File: src/rtl/stopwatch_pkg.sv
`default_nettype none
// ============================================================================
// Module      : stopwatch_pkg
// Description : Shared types, state LED encodings and width helpers for the
//               lap stopwatch core.
// Revision    : 1.0 - initial release
// ============================================================================
package stopwatch_pkg;

    // Top-level operating states
    typedef enum logic [1:0] {
        ST_IDLE  = 2'b00,
        ST_RUN   = 2'b01,
        ST_PAUSE = 2'b10
    } state_t;

    // One-hot state indicator values
    localparam logic [2:0] LED_IDLE  = 3'b100;
    localparam logic [2:0] LED_RUN   = 3'b010;
    localparam logic [2:0] LED_PAUSE = 3'b001;

    // Width of a counter holding 0..max_count
    function automatic int cnt_width(input int max_count);
        return (max_count < 1) ? 1 : $clog2(max_count + 1);
    endfunction

    // Width of a lap index holding 0..depth
    function automatic int lap_width(input int depth);
        return (depth < 1) ? 1 : $clog2(depth + 1);
    endfunction

    // Map a state onto its one-hot indicator
    function automatic logic [2:0] state_to_led(input state_t s);
        logic [2:0] led;
        case (s)
            ST_RUN:   led = LED_RUN;
            ST_PAUSE: led = LED_PAUSE;
            default:  led = LED_IDLE;
        endcase
        return led;
    endfunction

endpackage
`default_nettype wire

File: src/rtl/key_press_classifier.sv
`default_nettype none
// ============================================================================
// Module      : key_press_classifier
// Description : Synchronises an active-low key, measures how many ticks it is
//               held, and emits one-cycle short/long press pulses on tick
//               cycles.
// Revision    : 1.0 - initial release
// ============================================================================
module key_press_classifier #(
    parameter int LONG_TICKS = 100,
    parameter int DEB_TICKS  = 2
) (
    input  logic clk,
    input  logic rstn,
    input  logic key_n,
    input  logic tick,
    output logic short_pulse,
    output logic long_pulse
);

    localparam int HOLD_W = (LONG_TICKS < 1) ? 1 : $clog2(LONG_TICKS + 1);
    localparam logic [HOLD_W-1:0] HOLD_MAX = HOLD_W'(LONG_TICKS);
    localparam logic [HOLD_W-1:0] HOLD_DEB = HOLD_W'(DEB_TICKS);

    logic [1:0]        sync_q;
    logic [1:0]        sync_d;
    logic [HOLD_W-1:0] hold_q;
    logic [HOLD_W-1:0] hold_d;
    logic              pressed;

    // Next-state: shift the synchroniser and update the hold count on ticks
    always_comb begin
        sync_d      = {sync_q[0], key_n};
        pressed     = ~sync_q[1];
        hold_d      = hold_q;
        short_pulse = 1'b0;
        long_pulse  = 1'b0;
        if (tick) begin
            if (pressed) begin
                // Count saturates at the long threshold so the long pulse fires once
                if (hold_q != HOLD_MAX) begin
                    hold_d = hold_q + 1'b1;
                    if (hold_d == HOLD_MAX) begin
                        long_pulse = 1'b1;
                    end
                end
            end else begin
                // A release after a long press is silent
                if ((hold_q >= HOLD_DEB) && (hold_q != HOLD_MAX)) begin
                    short_pulse = 1'b1;
                end
                hold_d = '0;
            end
        end
    end

    // Registers: idle key reads as released (high)
    always_ff @(posedge clk or negedge rstn) begin
        if (!rstn) begin
            sync_q <= 2'b11;
            hold_q <= '0;
        end else begin
            sync_q <= sync_d;
            hold_q <= hold_d;
        end
    end

endmodule
`default_nettype wire

File: src/rtl/lap_stopwatch.sv
`default_nettype none
// ============================================================================
// Module      : lap_stopwatch
// Description : Centisecond stopwatch with short/long key handling, a lap
//               ring buffer and a saturate-or-wrap policy at full scale.
// Revision    : 1.0 - initial release
// ============================================================================
module lap_stopwatch
    import stopwatch_pkg::*;
#(
    parameter int TICK_DIV   = 500_000,
    parameter int MAX_COUNT  = 5999,
    parameter int LAP_DEPTH  = 9,
    parameter int LONG_TICKS = 100,
    parameter int DEB_TICKS  = 2,
    parameter int WRAP_MODE  = 0,
    localparam int CNT_W     = cnt_width(MAX_COUNT),
    localparam int LAP_W     = lap_width(LAP_DEPTH)
) (
    input  logic             clk,
    input  logic             rstn,
    input  logic             KeyA,
    input  logic             KeyB,
    output logic             tick,
    output logic [CNT_W-1:0] cur_time,
    output logic [CNT_W-1:0] lap_time,
    output logic [LAP_W-1:0] lap_total,
    output logic [LAP_W-1:0] lap_sel,
    output logic             overflow,
    output logic [2:0]       state_led
);

    localparam int DIV_W = (TICK_DIV > 1) ? $clog2(TICK_DIV) : 1;
    localparam int PTR_W = (LAP_DEPTH > 1) ? $clog2(LAP_DEPTH) : 1;

    localparam logic [DIV_W-1:0] DIV_LAST = DIV_W'(TICK_DIV - 1);
    localparam logic [CNT_W-1:0] CNT_MAX  = CNT_W'(MAX_COUNT);
    localparam logic [LAP_W-1:0] LAP_FULL = LAP_W'(LAP_DEPTH);
    localparam logic [PTR_W-1:0] PTR_LAST = PTR_W'(LAP_DEPTH - 1);

    // ------------------------------------------------------------------
    // Tick divider
    // ------------------------------------------------------------------
    logic [DIV_W-1:0] div_q;
    logic [DIV_W-1:0] div_d;
    logic             tick_w;

    // Free-running divider; tick marks the last count of each period
    always_comb begin
        tick_w = (div_q == DIV_LAST);
        div_d  = tick_w ? '0 : div_q + 1'b1;
    end

    // ------------------------------------------------------------------
    // Key classifiers
    // ------------------------------------------------------------------
    logic a_short;
    logic a_long;
    logic b_short;
    logic b_long;

    key_press_classifier #(
        .LONG_TICKS (LONG_TICKS),
        .DEB_TICKS  (DEB_TICKS)
    ) u_key_a (
        .clk         (clk),
        .rstn        (rstn),
        .key_n       (KeyA),
        .tick        (tick_w),
        .short_pulse (a_short),
        .long_pulse  (a_long)
    );

    key_press_classifier #(
        .LONG_TICKS (LONG_TICKS),
        .DEB_TICKS  (DEB_TICKS)
    ) u_key_b (
        .clk         (clk),
        .rstn        (rstn),
        .key_n       (KeyB),
        .tick        (tick_w),
        .short_pulse (b_short),
        .long_pulse  (b_long)
    );

    // ------------------------------------------------------------------
    // FSM, count and lap bookkeeping
    // ------------------------------------------------------------------
    state_t           state_q;
    state_t           state_d;
    logic [2:0]       led_q;
    logic [2:0]       led_d;
    logic [CNT_W-1:0] cnt_q;
    logic [CNT_W-1:0] cnt_d;
    logic             ovf_q;
    logic             ovf_d;
    logic [LAP_W-1:0] sel_q;
    logic [LAP_W-1:0] sel_d;
    logic [LAP_W-1:0] total_q;
    logic [LAP_W-1:0] total_d;
    logic [PTR_W-1:0] wr_ptr_q;
    logic [PTR_W-1:0] wr_ptr_d;
    logic [CNT_W-1:0] lap_time_q;
    logic [CNT_W-1:0] lap_time_d;
    logic             lap_we;
    logic             a_evt;
    logic             b_short_v;
    logic             b_long_v;
    logic             at_max;

    logic [CNT_W-1:0] lap_mem_q [LAP_DEPTH];

    // Next-state logic: any A event suppresses B events in the same cycle
    always_comb begin
        state_d   = state_q;
        cnt_d     = cnt_q;
        ovf_d     = ovf_q;
        sel_d     = sel_q;
        total_d   = total_q;
        wr_ptr_d  = wr_ptr_q;
        lap_we    = 1'b0;
        a_evt     = a_short | a_long;
        b_short_v = b_short & ~a_evt;
        b_long_v  = b_long & ~a_evt;
        at_max    = (cnt_q == CNT_MAX);

        unique case (state_q)
            ST_IDLE: begin
                cnt_d    = '0;
                ovf_d    = 1'b0;
                sel_d    = '0;
                total_d  = '0;
                wr_ptr_d = '0;
                if (a_short) begin
                    state_d = ST_RUN;
                end
            end

            ST_RUN: begin
                if (tick_w) begin
                    if (at_max) begin
                        ovf_d = 1'b1;
                        if (WRAP_MODE != 0) begin
                            cnt_d = '0;
                        end else begin
                            state_d = ST_PAUSE;
                            sel_d   = '0;
                        end
                    end else begin
                        cnt_d = cnt_q + 1'b1;
                    end
                end
                // Store the pre-increment count; full buffer overwrites the oldest
                if (b_short_v) begin
                    lap_we   = 1'b1;
                    wr_ptr_d = (wr_ptr_q == PTR_LAST) ? '0 : wr_ptr_q + 1'b1;
                    if (total_q != LAP_FULL) begin
                        total_d = total_q + 1'b1;
                    end
                end
                if (a_long) begin
                    state_d  = ST_IDLE;
                    cnt_d    = '0;
                    ovf_d    = 1'b0;
                    sel_d    = '0;
                    total_d  = '0;
                    wr_ptr_d = '0;
                end else if (a_short) begin
                    state_d = ST_PAUSE;
                    sel_d   = '0;
                end
            end

            ST_PAUSE: begin
                if (a_long) begin
                    state_d  = ST_IDLE;
                    cnt_d    = '0;
                    ovf_d    = 1'b0;
                    sel_d    = '0;
                    total_d  = '0;
                    wr_ptr_d = '0;
                end else if (a_short) begin
                    // A saturated count cannot resume in saturate mode
                    if (!((WRAP_MODE == 0) && at_max)) begin
                        state_d = ST_RUN;
                    end
                end else if (b_short_v) begin
                    sel_d = (sel_q == total_q) ? '0 : sel_q + 1'b1;
                end else if (b_long_v) begin
                    if (total_q != '0) begin
                        sel_d = total_q;
                    end
                end
            end

            default: begin
                state_d = ST_IDLE;
            end
        endcase

        led_d = state_to_led(state_d);
    end

    // Lap read mux: record lap_sel counts from the oldest retained entry
    always_comb begin
        int         oldest;
        int         rd_sum;
        logic [PTR_W-1:0] rd_idx;
        oldest     = (total_q == LAP_FULL) ? int'(wr_ptr_q) : 0;
        rd_sum     = 0;
        rd_idx     = '0;
        lap_time_d = '0;
        if (sel_q != '0) begin
            rd_sum = oldest + int'(sel_q) - 1;
            if (rd_sum >= LAP_DEPTH) begin
                rd_sum = rd_sum - LAP_DEPTH;
            end
            rd_idx     = PTR_W'(rd_sum);
            lap_time_d = lap_mem_q[rd_idx];
        end
    end

    // State, datapath and registered outputs
    always_ff @(posedge clk or negedge rstn) begin
        if (!rstn) begin
            div_q      <= '0;
            state_q    <= ST_IDLE;
            led_q      <= LED_IDLE;
            cnt_q      <= '0;
            ovf_q      <= 1'b0;
            sel_q      <= '0;
            total_q    <= '0;
            wr_ptr_q   <= '0;
            lap_time_q <= '0;
        end else begin
            div_q      <= div_d;
            state_q    <= state_d;
            led_q      <= led_d;
            cnt_q      <= cnt_d;
            ovf_q      <= ovf_d;
            sel_q      <= sel_d;
            total_q    <= total_d;
            wr_ptr_q   <= wr_ptr_d;
            lap_time_q <= lap_time_d;
        end
    end

    // Lap record storage, cleared on reset
    always_ff @(posedge clk or negedge rstn) begin
        if (!rstn) begin
            for (int i = 0; i < LAP_DEPTH; i++) begin
                lap_mem_q[i] <= '0;
            end
        end else if (lap_we) begin
            lap_mem_q[wr_ptr_q] <= cnt_q;
        end
    end

    assign tick      = tick_w;
    assign cur_time  = cnt_q;
    assign lap_time  = lap_time_q;
    assign lap_total = total_q;
    assign lap_sel   = sel_q;
    assign overflow  = ovf_q;
    assign state_led = led_q;

endmodule
`default_nettype wire
File: config.mk
export PLATFORM = sky130hd
export DESIGN_NAME = lap_stopwatch
export DESIGN_NICKNAME = d
export VERILOG_FILES = /design/src/rtl/stopwatch_pkg.sv /design/src/rtl/key_press_classifier.sv /design/src/rtl/lap_stopwatch.sv
export SDC_FILE = /design/constraint.sdc
export NUM_CORES = 1
export LEC_CHECK = 0
export ABC_AREA = 1
export CORE_ASPECT_RATIO = 1.1
export CORE_MARGIN = 1
export CORE_UTILIZATION = 50
export CTS_CLUSTER_DIAMETER = 80
export DETAILED_ROUTE_END_ITERATION = 10
export MAX_ROUTING_LAYER = met4
export PLACE_DENSITY_LB_ADDON = 0.25
export SYNTH_ARGS = -nofsm -noshare
export SYNTH_HDL_FRONTEND = slang
export SYNTH_SLANG_ARGS = --single-unit
File: constraint.sdc
create_clock -name clk -period 4.25 [get_ports clk]
set_input_delay 0.85 -clock clk [delete_from_list [all_inputs] [get_ports clk]]
set_output_delay 0.85 -clock clk [all_outputs]
set_load 0.01 [all_outputs]
After elaboration in Yosys (flattened, before gate mapping)
Index checks and enable logic that the tools add are counted. W data, S select, Z words.

Logic and storage cells: 156. Register bits after elaboration: 198. Output and inout bits: 39. Input bits: 4.

Eq/ne operators: 25. $lt $le $gt $ge: 6. Bitwise operators: 6. Reduce and logical (&&, ||, !) cells: 16. Muxes and demuxes: 71. $add $sub $neg: 10.

Operators with widths (number): $bwmux W117 (1); $mux W13 (8); $mux W4 (20); $bmux W13 S4 (1); $demux W13 S4 (1); $pmux W13 S3 (1); $pmux W4 S3 (3); $mux W7 (4); $mux W1 (20); $ne A4 B4 Y1 const B (5); $add A19 B1 Y19 const B (1); $eq A19 B19 Y1 const B (1); $mux W19 (1); $ne A3 B3 Y1 const B (6); $mux W2 (8); $add A7 B1 Y7 const B (2); $eq A7 B7 Y1 const B (2); $ge A7 B2 Y1 const B (2); $ne A7 B7 Y1 const B (2); $add A13 B1 Y13 const B (1); $eq A13 B13 Y1 const B (1); $add A4 B1 Y4 const B (3); $reduce_and A4 Y1 (3); $ge A5 B5 Y1 const B (2); other kinds (25) (35).

Logic depth before layout (Yosys ltp)
Gate-level depths: netlist of the first run.

Depth after elaboration: 14. Mapped depth: 24. Gate-level depth less buffers: 23.

By module
From an unflattened synthesis of the first run, not the netlist that was laid out.

Cells, all modules: 1257. Area, all modules: 10053.4 um2.

Modules (own cells, without submodules): lap_stopwatch (sequential area each 4505.6 um2, times used 1, area each 8802.2 um2, cells each 1077); key_press_classifier (sequential area each 227.7 um2, times used 2, area each 625.6 um2, cells each 90).

Worst setup path before layout of the first run
No wires, ideal clock.

Path kind: reg-to-reg. From: register total_q[1], in the netlist lap_total[1]. To: register lap_time_q[10], in the netlist lap_time[10]. Buffers on the path: 1. Arrival: 3.362 ns. Clock period less this slack: 3.493 ns. Library setup time: 0.132 ns. Data required time: 4.118 ns. Path slack: 0.757 ns. Cell stages (with the launch flop): 22. Cell sequence: dfrtp_1 -> inv_1 -> ha_1 -> nand3_1 -> inv_1 -> nand2_1 -> ha_1 -> inv_1 -> ha_1 -> fa_1 -> inv_1 -> nand3b_1 -> nand2_1 -> nand3_1 -> nand2_1 -> o21ai_1 -> buf_2 -> nand3_1 -> nand3_1 -> nand3_1 -> nand2_1 -> nor2_1.

Word-level cells in the longest chain between the ends: 12. Elaborated cells between the ends (all ways): 13. Those cells by class: add/sub (3); order compare (1); eq/ne (1); mux (7); bitwise (1).

RTL lines: from (decl) (RTL line lap_stopwatch.sv:99) `logic [LAP_W-1:0] total_q;`; from (signal assigned) (RTL line lap_stopwatch.sv:242) `total_q <= total_d;`; $eq A4 B4 Y1 (*) (RTL line lap_stopwatch.sv:209) `oldest = (total_q == LAP_FULL) ? int'(wr_ptr_q) : 0;`; $mux W4 (*) (RTL line lap_stopwatch.sv:209); $add A4 B4 Y5 (*) (RTL line lap_stopwatch.sv:214) `rd_sum = oldest + int'(sel_q) - 1;`; $sub A5 B1 Y6 (*) (RTL line lap_stopwatch.sv:214); $ge A6 B5 Y1 or $sub A4 B4 Y4 (tied branches) (RTL line lap_stopwatch.sv:215, lap_stopwatch.sv:216); $mux W4 (*) (RTL line lap_stopwatch.sv:215) `if (rd_sum >= LAP_DEPTH) begin`; $mux W4 (*) (RTL line lap_stopwatch.sv:213) `if (sel_q != '0) begin`; $not A4 Y5 (implied by the code) (*) (RTL line lap_stopwatch.sv:219) `lap_time_d = lap_mem_q[rd_idx];`; $bmux W13 S4 (*) (RTL line lap_stopwatch.sv:219); $mux W13 (implied by the code) (*) (2 in a row) (RTL line lap_stopwatch.sv:219); $mux W13 (*) (RTL line lap_stopwatch.sv:213); net lap_time_d[10] (RTL line lap_stopwatch.sv:104) `logic [CNT_W-1:0] lap_time_d;`; to (signal assigned) (RTL line lap_stopwatch.sv:244) `lap_time_q <= lap_time_d;`; to (decl) (RTL line lap_stopwatch.sv:103) `logic [CNT_W-1:0] lap_time_q;`.

Mark *: on every way through the listed nets, which the timed path passes. The rest lies on a longest branch. The select of a mux whose other input is x is not followed. A chain may end at the register's enable or synchronous reset.

Worst setup path in the final report of the first run
From: register total_q[1], in the netlist lap_total[1]. To: register lap_time_q[5], in the netlist lap_time[5].

The elaborated chain is that of the path after synthesis.

==> results.md, run 1 <==
* Routed wire length at 25.4 mm
* Synth Warn # at 0
* Mapped Nets at 1311
* Simple-gate share of the synthesized area at 28.5%
* Area grow syn2layout at 11.2%
* Post-CTS sizing at 0
* CTS tree: done
* Post-Syn Area at 10400 um2
* Post-synth top area share at 46.4%
* Die H at 153 um
* Post-synthesis sequential area ratio at 47.7%
* Largest net degree at the start of global routing at 85
* Post-synthesis async set-or-reset flop share at 100%
* VDD IR-drop max at 0.000264 V
* Starting Density at 51.7%
* Hold path start: u_key_a.sync_q[0]$_DFF_PN1_
* RePlAce Congestion at 0.895
* DR pass1 iterations at 5
* Max Slew Vio Count at 0
* Drt wl/cell at 16.2 um
* Final hold viol count at 0
* Synth Area in Compound Gates at 9.58%
* Post-CTS Hold Buffers at 0
* Clock Tree Root: clkbuf_16
* R2R Path End: lap_time[5]$_DFF_PN0_
* Synth cell count leaders: 356 x nand2_1, 193 x dfrtp_1, 176 x nand3_1, 112 x inv_1, 92 x o21ai_0
* Endpoint class of the critical path: register
* Avg Cell Area, Syn at 8.15 um2
* Critical Path RT at 4620 ps
* Reg2reg path depth at 22
* Ports at 43
* Netlist cell types at 40
* Design Power at 3480 uW
* Hold depth at 0
* PwrDens at 300 nW/um2
* DRT iter0 DRCs at 578
* Worst-path fanout max at 13
* Leakage at 0.00527 uW
* First-pass GRT wire length at 42.4 mm
* CP Cell Sequence: inv_1 -> ha_1 -> nand3_1 -> inv_1 -> nand2_1 -> ha_1 -> inv_1 -> ha_1 -> fa_1 -> inv_1 -> nand3b_1 -> nand2_1 -> nand3_1 -> nand2_1 -> nand2_1 -> nand2_1 -> nor2_1 -> buf_4 -> nand3_1 -> a21oi_1 -> nand2_1 -> inv_1
* Most numerous cell on the critical path: nand2_1
* F_max at 258 MHz
* Die footprint at 21400 um2
* EDFF count, synth at 0
* Via count at 8609
* Fraction of layout cells with a size suffix above 1 at 8.14%
* Total gr overflow at 0
* Worst EP arrival at 4240 ps
* Setup crit start kind: register
* Slew Limit Headroom at 52.5%
* Synth top area cells: dfrtp_1 46%, nand2_1 13%, nand3_1 8.5%, o21ai_0 4.4%, inv_1 4.0%
* Post-Synth XOR/XNOR Area at 3.20%
* # DRC at 0
* Hold EP: u_key_a.sync_q[1]$_DFF_PN1_
* Post CTS Setup Buffer Count at 0
* Worst-path clk slew at 80 ps
* Largest family of logic cells by synthesized area: simple AND/OR/NAND/NOR gates
* Primary FF master, synth: dfrtp_1
* DR vias/cell at 5.49
* Fin nets at 1337
* Most frequent cell after synthesis: nand2_1
* Leading area contributor after synthesis: dfrtp_1
* R2r setup slk at 380 ps
* Hpwl dp at 16.8 mm
* CTS Buffer Depth at 2
* Core area at 20100 um2
* Worst-Margin Slew at 711 ps
* Num Clock Sinks at 198
* Vias in the first global route at 8216
* CTS H-Tree Depth at 4
* Number of buffers created by CTS at 17
* Register Area at 4960 um2
* Count of state elements after synthesis at 198
* Crit-path max cell delay at 540 ps
* Hold Path Class: register to register
* Row cnt at 54
* Tot GR Track Use at 25.8%
* IO Port Bufs at 42
* Slowest stage cell, crit path: fa_1
* Fin Setup TNS at 0 ps
* Adder-cell share of the synthesized area at 3.80%
* Outcome: finished, final reports clean
* Multiplexer share of the synthesized area at 0%
* Initial antenna violation count at 0
* Max-cap viol count at 0
* Latest clock arrival within the worst-skew pair at 440 ps
* Worst Setup Path Type: register to register
* RSZ-0062 raised after global routing: false
* Antenna-violating nets left at 0
* Area of the multi-input gates at 4700 um2
* Final min period at 3870 ps
* Final clock skew at 11.9 ps
* Cell count after synthesis at 1276
* Period utilisation layout at 91.1%
* Setup violations, final at 0
* Die W at 140 um
* Diode count at 0
* Reg2reg start: lap_total[1]$_DFFE_PN0P_
* Fill cell count at 1832
## sequential cells by signal (all words and copies together), names as in the netlist
| signal | flops |
|---|---|
| lap_mem_q | 117 |
| div_q | 19 |
| cur_time | 13 |
| lap_time | 13 |
| u_key_a.hold_q | 7 |
| u_key_b.hold_q | 7 |
| lap_sel | 4 |
| lap_total | 4 |
| wr_ptr_q | 4 |
| state_led | 3 |
| state_q | 2 |
| u_key_a.sync_q | 2 |
| u_key_b.sync_q | 2 |
| overflow | 1 |
## layout make-up
type,count,area share [%]
Tap cell,252,2.72
Inverter,117,3.81
Clock buffer,18,3.80
Timing Repair Buffer,61,5.22
Multi-Input combinational cell,907,40.6
Clock inverter,14,1.01
Sequential cell,198,42.9
## cells in the final DEF, fill, tap and decap left out, types with 2 or more instances in the layout
cell             count
o22ai_1              3
buf_12               3
ha_1                30
nor3_1              14
clkinv_4             2
clkinv_2             2
dfrtp_1            193
clkinvlp_4           4
xnor2_1              5
nand4_1             20
inv_2                2
nand3_4              6
inv_1              112
nand3_2              4
xor2_1              33
o31ai_1              4
nand3b_1             2
buf_4               16
o21ai_2             25
clkbuf_8             2
a21oi_1             20
clkinv_1             2
nand3_1            176
nand2_1            356
nor2_1              65
clkdlybuf4s50_1     41
inv_6                6
nor4_1               5
o21ai_0             92
nand2_2              4
dfstp_2              5
o21ai_1             30
o21a_1               2
clkbuf_16           17
or2_2                2
## critical path: cells and delay by family, from the launching register on
family                     cells  cell delay [ps]
and+or+nand+nor               11             1440
buffers and inverters          6              640
adders and majority gates      4             1190
DFF                            1              380
AOI/OAI and AO/OA              1              130
## routing by layer
metal	track usage, %	routed length [um]
met1	33.0	11200
met2	42.3	12300
met3	4.39	1340
met4	7.54	523
met5	-	0
## through the flow
stage / hold WS, ps / setup slack (ps) / utilization (%) / cells / area [um2]
floorplan: 345 / 757 / - / 1276 / 10400
global placement: 348 / 574 / 54.7 / 1535 / 11000
detailed placement: 347 / 452 / 54.7 / 1535 / 11000
CTS: 357 / 415 / 57.5 / 1567 / 11600
global route: 365 / 23.0 / 57.5 / 1567 / 11600
finish: 357 / 378 / 57.5 / 1567 / 11600
## power breakdown
group | switching [uW] | internal [uW]
Clock | 765 | 781
Sequential | 1.96 | 1890
Combinational | 37.8 | 5.40
Total | 805 | 2670
## worst max path at each step
| stage | start | end |
|---|---|---|
| detailed placement | lap_total[1]$_DFFE_PN0P_ | lap_time[1]$_DFF_PN0_ |
| global route | lap_total[1]$_DFFE_PN0P_ | lap_time[10]$_DFF_PN0_ |
| floorplan | lap_total[1]$_DFFE_PN0P_ | lap_time[10]$_DFF_PN0_ |
| global placement | lap_total[1]$_DFFE_PN0P_ | lap_time[2]$_DFF_PN0_ |
| CTS | lap_total[1]$_DFFE_PN0P_ | lap_time[12]$_DFF_PN0_ |
| finish | lap_total[1]$_DFFE_PN0P_ | lap_time[5]$_DFF_PN0_ |
## cells by family after synthesis
family / Yosys count
DFF: 198
and+or+nand+nor: 661
buffers and inverters: 171
AOI/OAI and AO/OA: 177
xor gates and xnor gates: 38
adders and majority gates: 31
No activity file was read; power rests on OpenSTA's default activity.
==> run 2, diff against run 1 <==
SKIP_LAST_GASP = 1   (was not set)
==> results of run 2 <==
No change in the layout: final DEF, timing and power equal those of run 1.
==> run 3, diff against run 2 <==
TNS_END_PERCENT = 5   (was not set)
==> results of run 3 <==
No change in the layout: final DEF, timing and power equal those of run 1.
